### src/rtl/gamma_pkg.sv
// Shared definitions for the gamma select path: level range, debouncer states
// and the level -> one-hot select map used by the display decoder and the filter.
package gamma_pkg;

   localparam int unsigned NUM_LEVELS = 10;
   localparam int unsigned LEVEL_W    = 4;
   localparam logic [LEVEL_W-1:0] LEVEL_RESET = 4'd4;
   localparam logic [LEVEL_W-1:0] LEVEL_MAX   = 4'd9;
   localparam logic [LEVEL_W-1:0] LEVEL_MIN   = 4'd0;

   typedef enum logic [1:0] {
      StReleased,
      StPressChk,
      StPressed,
      StReleaseChk
   } deb_state_e;

   // Gamma 1.0 (level 4) owns bit 0 so the decoder's default digit is the neutral one.
   function automatic logic [NUM_LEVELS-1:0] level_to_onehot(input logic [LEVEL_W-1:0] level);
      logic [NUM_LEVELS-1:0] oh;
      case (level)
         4'd0:    oh = 10'b00_0000_0010;
         4'd1:    oh = 10'b00_0000_0100;
         4'd2:    oh = 10'b00_0000_1000;
         4'd3:    oh = 10'b00_0001_0000;
         4'd4:    oh = 10'b00_0000_0001;
         4'd5:    oh = 10'b00_0010_0000;
         4'd6:    oh = 10'b00_0100_0000;
         4'd7:    oh = 10'b00_1000_0000;
         4'd8:    oh = 10'b01_0000_0000;
         4'd9:    oh = 10'b10_0000_0000;
         default: oh = 10'b00_0000_0001;
      endcase
      return oh;
   endfunction

endpackage

### src/rtl/gamma_sel_ctrl_if.sv
// Key inputs, frame strobe and gamma select outputs of the gamma selector.
interface gamma_sel_ctrl_if;
   import gamma_pkg::*;

   logic                  key_up_n;
   logic                  key_dn_n;
   logic                  frame_start;
   logic [NUM_LEVELS-1:0] dig;
   logic [LEVEL_W-1:0]    level;
   logic [LEVEL_W-1:0]    pend_level;
   logic                  update;

   modport master (
      output key_up_n, key_dn_n, frame_start,
      input  dig, level, pend_level, update
   );

   modport slave (
      input  key_up_n, key_dn_n, frame_start,
      output dig, level, pend_level, update
   );

endinterface

### src/rtl/key_debounce.sv
// One pushbutton: 2-FF synchroniser, press/release debounce FSM, one-cycle press event.
module key_debounce
   import gamma_pkg::*;
#(
   parameter int unsigned DEBOUNCE_CYCLES = 1_000_000,
   parameter int unsigned CNT_W           = 20
) (
   input  logic clk,
   input  logic rst,
   input  logic key_n,
   output logic press
);

   localparam logic [CNT_W-1:0] CntLast = CNT_W'(DEBOUNCE_CYCLES - 1);

   logic [1:0]       sync_q;
   logic             sample;
   deb_state_e       state_q, state_d;
   logic [CNT_W-1:0] cnt_q, cnt_d;
   logic             press_q, press_d;

   assign sample = sync_q[1];
   assign press  = press_q;

   // Synchroniser and FSM state; synchronisers reset to the released level.
   always_ff @(posedge clk) begin
      if (rst) begin
         sync_q  <= 2'b11;
         state_q <= StReleased;
         cnt_q   <= '0;
         press_q <= 1'b0;
      end else begin
         sync_q  <= {sync_q[0], key_n};
         state_q <= state_d;
         cnt_q   <= cnt_d;
         press_q <= press_d;
      end
   end

   // Debounce next state: a level must stay stable for DEBOUNCE_CYCLES samples.
   always_comb begin
      state_d = state_q;
      cnt_d   = cnt_q;
      press_d = 1'b0;
      unique case (state_q)
         StReleased: begin
            if (!sample) begin
               state_d = StPressChk;
               cnt_d   = CNT_W'(1);
            end
         end
         StPressChk: begin
            if (sample) begin
               state_d = StReleased;
               cnt_d   = '0;
            end else if (cnt_q == CntLast) begin
               state_d = StPressed;
               cnt_d   = '0;
               press_d = 1'b1;
            end else begin
               cnt_d = cnt_q + CNT_W'(1);
            end
         end
         StPressed: begin
            if (sample) begin
               state_d = StReleaseChk;
               cnt_d   = CNT_W'(1);
            end
         end
         StReleaseChk: begin
            if (!sample) begin
               state_d = StPressed;
               cnt_d   = '0;
            end else if (cnt_q == CntLast) begin
               state_d = StReleased;
               cnt_d   = '0;
            end else begin
               cnt_d = cnt_q + CNT_W'(1);
            end
         end
         default: begin
            state_d = StReleased;
            cnt_d   = '0;
         end
      endcase
   end

endmodule

### src/rtl/gamma_sel_ctrl.sv
// Gamma level selector: debounced UP/DOWN keys move a pending level that is
// applied only at a frame start, so a frame never mixes two gammas.
module gamma_sel_ctrl
   import gamma_pkg::*;
#(
   parameter int unsigned DEBOUNCE_CYCLES = 1_000_000,
   parameter int unsigned CNT_W           = 20
) (
   input  logic           clk,
   input  logic           rst,
   gamma_sel_ctrl_if.slave bus
);

   logic                  up_event, dn_event;
   logic [LEVEL_W-1:0]    pending_q, pending_d;
   logic [LEVEL_W-1:0]    level_q, level_d;
   logic [NUM_LEVELS-1:0] dig_q, dig_d;
   logic                  update_q, update_d;

   key_debounce #(
      .DEBOUNCE_CYCLES(DEBOUNCE_CYCLES),
      .CNT_W          (CNT_W)
   ) u_up (
      .clk  (clk),
      .rst  (rst),
      .key_n(bus.key_up_n),
      .press(up_event)
   );

   key_debounce #(
      .DEBOUNCE_CYCLES(DEBOUNCE_CYCLES),
      .CNT_W          (CNT_W)
   ) u_dn (
      .clk  (clk),
      .rst  (rst),
      .key_n(bus.key_dn_n),
      .press(dn_event)
   );

   // Saturating pending level; simultaneous UP and DOWN cancel out.
   always_comb begin
      pending_d = pending_q;
      if (up_event && !dn_event && pending_q != LEVEL_MAX) begin
         pending_d = pending_q + 4'd1;
      end else if (dn_event && !up_event && pending_q != LEVEL_MIN) begin
         pending_d = pending_q - 4'd1;
      end
   end

   // Apply at frame start; compares the pending value from before this edge.
   always_comb begin
      level_d  = level_q;
      dig_d    = dig_q;
      update_d = 1'b0;
      if (bus.frame_start && pending_q != level_q) begin
         level_d  = pending_q;
         dig_d    = level_to_onehot(pending_q);
         update_d = 1'b1;
      end
   end

   // Output and level registers.
   always_ff @(posedge clk) begin
      if (rst) begin
         pending_q <= LEVEL_RESET;
         level_q   <= LEVEL_RESET;
         dig_q     <= level_to_onehot(LEVEL_RESET);
         update_q  <= 1'b0;
      end else begin
         pending_q <= pending_d;
         level_q   <= level_d;
         dig_q     <= dig_d;
         update_q  <= update_d;
      end
   end

   assign bus.dig        = dig_q;
   assign bus.level      = level_q;
   assign bus.pend_level = pending_q;
   assign bus.update     = update_q;

endmodule

### src/flat_wrapper.sv
// flat-port wrapper written by rule: the top's interface ports become plain ports
module gamma_sel_ctrl_flat import gamma_pkg::*;
#(
   parameter int unsigned DEBOUNCE_CYCLES = 1_000_000,
   parameter int unsigned CNT_W           = 20
)
  (clk, rst, bus_key_up_n, bus_key_dn_n, bus_frame_start, bus_dig, bus_level, bus_pend_level, bus_update);
  gamma_sel_ctrl_if bus_i ();
  input  logic clk;
  input  logic rst;
  input wire logic [$bits(bus_i.key_up_n)-1:0] bus_key_up_n;
  input wire logic [$bits(bus_i.key_dn_n)-1:0] bus_key_dn_n;
  input wire logic [$bits(bus_i.frame_start)-1:0] bus_frame_start;
  output wire logic [$bits(bus_i.dig)-1:0] bus_dig;
  output wire logic [$bits(bus_i.level)-1:0] bus_level;
  output wire logic [$bits(bus_i.pend_level)-1:0] bus_pend_level;
  output wire logic [$bits(bus_i.update)-1:0] bus_update;
  assign bus_i.key_up_n = bus_key_up_n;
  assign bus_i.key_dn_n = bus_key_dn_n;
  assign bus_i.frame_start = bus_frame_start;
  assign bus_dig = bus_i.dig;
  assign bus_level = bus_i.level;
  assign bus_pend_level = bus_i.pend_level;
  assign bus_update = bus_i.update;
  gamma_sel_ctrl #(.DEBOUNCE_CYCLES(DEBOUNCE_CYCLES), .CNT_W(CNT_W)) u_core (.clk(clk), .rst(rst), .bus(bus_i));
endmodule
### config.mk
export PLATFORM = sky130hd
export DESIGN_NAME = gamma_sel_ctrl_flat
export DESIGN_NICKNAME = d
export VERILOG_FILES = /design/src/rtl/gamma_pkg.sv /design/src/rtl/gamma_sel_ctrl_if.sv /design/src/rtl/key_debounce.sv /design/src/rtl/gamma_sel_ctrl.sv /design/src/flat_wrapper.sv
export SDC_FILE = /design/constraint.sdc
export NUM_CORES = 1
export LEC_CHECK = 0
export ABC_CLOCK_PERIOD_IN_PS = 3150
export BUFFER_PORTS_ARGS = -buffer_cell sky130_fd_sc_hd__buf_2
export CAP_MARGIN = 10
export CORE_MARGIN = 1
export CORE_UTILIZATION = 50
export DETAILED_ROUTE_END_ITERATION = 8
export HOLD_SLACK_MARGIN = 0.12
export PLACE_DENSITY = 0.77
export SLEW_MARGIN = 20
export SYNTH_ARGS = -nofsm -noshare
export SYNTH_HDL_FRONTEND = slang
export SYNTH_SLANG_ARGS = --single-unit
### constraint.sdc
create_clock -name clk -period 3.15 [get_ports clk]
set_clock_uncertainty 0.1 [all_clocks]
set_input_delay 0.7875 -clock clk [delete_from_list [all_inputs] [get_ports clk]]
set_output_delay 0.7875 -clock clk [all_outputs]
set_load 0.005 [all_outputs]
# Word-level counts from Yosys, hierarchy flattened
# Memories as Yosys holds them, arrays and structs flattened. A register that Yosys moved wholly into a read port is not among the register bits.
# Cells that the tools add are included.
# totals
ff_bits,59
mem_bits_ro,160
in_bits,5
output_inout_bits,19
word_cells,84
mem_count,1
# classes
addsub,4
eq_ne,18
mux,31
bitwise_logic,2
reduce_logical,17
# memory_table
memory,depth,width,rd,rd_clocked_by_memory_dff,wr,line,text
(name not given),16,10,1,1,0,gamma_pkg.sv:21,case (level)
# ops
op,count
20-bit 2-to-1 mux,10
20-bit case mux with 4 select lines,2
"20-bit by 1-bit adder with 20-bit output, second input constant",2
"20-bit == test, second input constant",2
2-bit 2-to-1 mux,12
2-bit case mux with 4 select lines,2
"3-bit inequality test, second input constant",4
"2-bit == test, second input constant",4
4-bit 2-to-1 mux,2
"2-bit inequality test, second input constant",4
4-bit AND reduction,2
3-bit OR reduction,2
1-bit logical AND,5
"4-bit by 1-bit adder with 4-bit output, second input constant",1
"2-bit by 1-bit == test with 1-bit output, second input constant",2
2-bit zero test,2
4-bit inequality test,1
"4-bit inequality test, second input constant",1
2-bit AND reduction,2
4-bit nonzero test,1
"4-bit by 1-bit subtractor with 4-bit output, second input constant",1
1-bit 2-to-1 mux,3
1-bit zero test,2
1-bit NOT,2
2-bit nonzero test,1

# Depth between registers and ports, before layout
# logic_depth
word_depth,5
depth_mapped,8
mapped_depth_nobuf,8

# Hierarchy
# A second synthesis with hierarchy kept.
# hier_totals
hier_cells,394
area_unflattened_um2,3398.3
# modules_own_cells
mod,instances,cells_each,area_each_um2,seq_area_each_um2
key_debounce,2,138,1199.9,500.5
gamma_sel_ctrl,1,118,998.5,380.4

# Worst setup path before layout
# Ideal clock, no wire load.
# synth_path
path_kind,register -> register
from,"reg u_core.pending_q[2], in the netlist u_core.bus.pend_level[2]"
to,"reg u_core.pending_q[3], in the netlist u_core.bus.pend_level[3]"
arrival_ps,2283
required_time_ps,2935
slack_ps,653
stages_incl_launch_ff,9
path_buffers,1
synth_period_minus_slack_ps,2497
path_cell_list,dfxtp_1 -> clkbuf_1 -> o41ai_1 -> ha_1 -> a21o_1 -> a21o_1 -> nor2_1 -> a211oi_1 -> a2111oi_0
# synth_between
elab_chain_len,3
word_cells_on_any_way,9
cone_classes,add/sub: 2; eq/ne: 1; mux: 2; reduce/logical: 4
# synth_rtl
element,line,text
start: declaration,gamma_sel_ctrl.sv:15,"logic [LEVEL_W-1:0] pending_q, pending_d;"
start signal: assignment,gamma_sel_ctrl.sv:70,pending_q <= pending_d;
4-bit by 1-bit subtractor with 4-bit output (tied with other cells),gamma_sel_ctrl.sv:46,pending_d = pending_q - 4'd1;
4-bit 2-to-1 mux (tied with other cells),gamma_sel_ctrl.sv:45,end else if (dn_event && !up_event && pending_q != LEVEL_MIN) begin
4-bit 2-to-1 mux / 2-bit nonzero test (equally long branches),n/a,
# Several ways; a longest one is shown, not always the timed one. The select of a mux whose other input is x is not followed.
# A chain may end at the register's enable or synchronous reset.

# Worst setup path after layout
# layout_path
from,"reg u_core.pending_q[3], in the netlist u_core.bus.pend_level[3]"
to,"reg u_core.pending_q[3], in the netlist u_core.bus.pend_level[3]"
# Same word-level chain as after synthesis.

==> reports/results.tsv <==
stage	metric	value	unit
run_status	status	completed	
worst_setup_path	Buf+Inv Stages, Crit Path	1	
clock_network	CTS clk-pin slew, worst paths	0.07	ns
clock_network	root buffer cell	clkbuf_8	
clock_network	CTS Buf Count	9	
worst_setup_path	worst path cell trace	inv_1 > o41ai_1 > ha_1 > a21o_1 > a21o_1 > nor2_1 > a211oi_1 > a2111oi_0	
synthesis	Yosys top cell by area	dfxtp_1	
sta	Tmin final	2.75	ns
clock_network	Post-CTS Hold Buffers	0	
sta	f_max	364	MHz
routing	ANT nets after route	0	
worst_setup_path	Largest stage delay, worst path	0.61	ns
synthesis	Post-Synth Simple-Gate Area	26.6	%
grt	global route overflow	0	
clock_network	clk buf depth	2	
synthesis	post-synthesis mux area share	3.06	%
synthesis	most frequent cell after synthesis	dfxtp_1	
power_and_ir_drop	Pwr Density	473	nW/µm²
synthesis	main combinational cell family by area after synthesis	simple AND/OR/NAND/NOR gates	
synthesis	synth cell count leaders	dfxtp_1 (69), nor2_1 (59), nand2_1 (30)	
power_and_ir_drop	VDD IR-drop max	0.346	mV
floorplan	Die H	82.9	µm
floorplan	Initial Utilization	51.5	%
synthesis	#FFs+latches synth	69	
power_and_ir_drop	Net Sw Power	354	µW
sta	Hold Slack	0.310	ns
sta	RSZ-0062 raised after global routing	false	
final_layout	synthesis-to-finish area growth	12.4	%
place	IO Port Bufs	23	
clock_network	CTS tree	done	
worst_setup_path	Worst setup SP type	flop	
final_layout	share of cells above drive strength 1	14.2	%
routing	router iterations before antenna repair	4	
power_and_ir_drop	Clock power frac	46.2	%
floorplan	die area	6870	µm²
worst_setup_path	type of the worst setup path	reg2reg	
clock_network	Skew-Pair Late Insertion Delay	0.33	ns
place	post-DP HPWL	4520	µm
routing	DR vias	2723	
worst_setup_path	CP endpoint kind	flop	
place	gpl congestion	0.816	
worst_setup_path	crit path max fanout	14	
sta	Final period util	87.3	%
power_and_ir_drop	combinational share of power	3.0	%
synthesis	Post-synth EDFFs	0	
worst_setup_path	CP Data Required Time	3.27	ns
synthesis	post-synthesis compound-gate area fraction	14.7	%
grt	GRT Resource Usage Total	20.1	%
synthesis	post-synthesis net count	390	
clock_network	PostCTS Resize Cnt	0	
run	Max Cap Violations	0	
synthesis	post-synthesis adder-cell area fraction	2.14	%
synthesis	proportion of netlist area held by the largest area contributor	42.2	%
clock_network	Setup Fix Bufs, Post-CTS	0	
grt	initial antenna violation count	0	
synthesis	mapped cell area	3270	µm²
grt	vias in the first global route	2558	
floorplan	io pins	24	
min_path	Hold Crit Class	reg2reg	
routing	routed length per placed instance	13.5	µm
grt	largest net degree at the start of global routing	24	
synthesis	Post-Synth XOR/XNOR Area	7.73	%
clock_network	H-Tree Level Count	3	
power_and_ir_drop	Pint	1.39	mW
floorplan	Die W	82.9	µm
synthesis	top_reg_cell synth	dfxtp_1	
sta	Worst-Margin Slew	0.947	ns
final_layout	antenna cells	0	
clock_network	CTS Sinks	69	
synthesis	syn_area_per_cell	8.61	µm²
synthesis	Synth cell types	59	
routing	drt total wl	6560	µm
routing	Iteration-0 DRC Markers	152	
power_and_ir_drop	Flop pwr share	50.8	%
sta	Setup TNS Final	0	ns
worst_setup_path	CP most frequent cell	a21o_1	
final_layout	Filler cells	575	
synthesis	top post-synthesis cells by area	dfxtp_1 (42%), nor2_1 (6.8%), xor2_1 (4.8%)	
synthesis	Yosys warnings	0	
synthesis	Seq/Total Area, Yosys	42.2	%
sta	Finish-stage setup viols	0	
sta	Max Slew Vio Count	0	
routing	vias per inst	5.61	
worst_setup_path	CP max stage cell	o41ai_1	
worst_setup_path	CP arrival	2.87	ns
final_layout	nets	413	
synthesis	gate count after technology mapping	380	
power_and_ir_drop	Pleak	1.40	nW
worst_setup_path	CP delay by family, top	compound AO/OA/AOI/OAI gates	
sta	Final Hold Fails	0	
synthesis	Post-synth ARST share	0	%
routing	DRC	0	
floorplan	Core Box Area	6350	µm²
grt	first-pass GRT wire length	11400	µm
sta	max_slew headroom	36.4	%
floorplan	FP Rows	29	
power_and_ir_drop	Sw Ratio	20.3	%
[routing by layer]
layer	vias to the layer above	wire, µm	global-route usage, %
met4	0	111	7.21
li1	1400	-	-
met3	13	216	5.86
met5	-	0	0
met2	38	3100	32.9
met1	1272	3140	25.0
[placed cells by master (no fill, tap or decap), drive strengths merged, types with 8 or more instances in the layout]
cell type   n
nor2       59
clkbuf     13
nand4      11
nor4       10
a31oi       8
nand2      30
xnor2      10
xor2       18
dfxtp      69
nand3      18
buf        28
mux2i      10
inv        10
a21oi      25
nor3        9
[cell families (layout without fill, tap and decap cells)]
kind of cell / Yosys count / in the layout
mux: 10 / 10
buf+inv: 26 / 54
fa+ha+maj: 5 / 5
compound gates: 70 / 70
xor+xnor: 28 / 28
simple gates: 172 / 172
flops: 69 / 69
[final timing paths]
kind,startpoint,to,slack (ns),cells past startpoint
setup / recovery,u_core.bus.pend_level[3],u_core.bus.pend_level[3],0.40,8
setup reg to reg,u_core.bus.pend_level[3],u_core.bus.pend_level[3],0.40,8
hold / removal,u_core.u_dn.sync_q[0],u_core.u_dn.sync_q[1],0.31,1
hold reg to reg,u_core.u_dn.sync_q[0],u_core.u_dn.sync_q[1],0.31,1
[stage by stage]
step                      cells  util, %  power (mW)  worst slack, ns  cell area (µm²)
after floorplan             380        -       0.938            0.653             3270
after global placement      469     54.3       0.954            0.576             3450
after detailed placement    469     54.3       0.955            0.425             3450
after CTS                   485     57.9        1.76            0.398             3680
after global routing        485     57.9        1.80            0.183             3680
final                       485     57.9        1.74            0.400             3680
[power by group through the flow]
stage          clock network [mW]  registers [mW]  logic, mW
6_report                    0.804           0.884     0.0515
5_1_grt                     0.860           0.884     0.0575
4_1_cts                     0.822           0.883     0.0519
3_5_place_dp                    0           0.903     0.0519
3_3_place_gp                    0           0.903     0.0505
2_1_floorplan                   0           0.902     0.0364
[area by class of cell]
| class | count | area [µm²] | share of cell area, % |
|---|---|---|---|
| clock buffers | 13 | 159 | 4.32 |
| clock inverters | 3 | 67.6 | 1.84 |
| inverters | 10 | 37.5 | 1.02 |
| multi-input cells | 285 | 1780 | 48.5 |
| flip-flops and latches | 69 | 1380 | 37.6 |
| well taps | 77 | 96.3 | 2.62 |
| repair buffers | 28 | 153 | 4.15 |
[registers in the layout (all words and copies together) (netlist names), named ones only]
| name | cells |
|---|---|
| u_core.u_dn.press | 1 |
| u_core.u_up.press | 1 |
| u_core.bus.update | 1 |
| u_core.u_up.state_q | 1 |
| u_core.u_dn.cnt_q | 20 |
| u_core.u_dn.state_q | 1 |
| u_core.bus.pend_level | 4 |
| u_core.u_up.cnt_q | 20 |
| u_core.bus.dig | 10 |
| u_core.bus.level | 4 |
| u_core.u_up.sync_q | 2 |
| u_core.u_dn.sync_q | 2 |
Note: power is estimated with default switching activity, not from simulation.
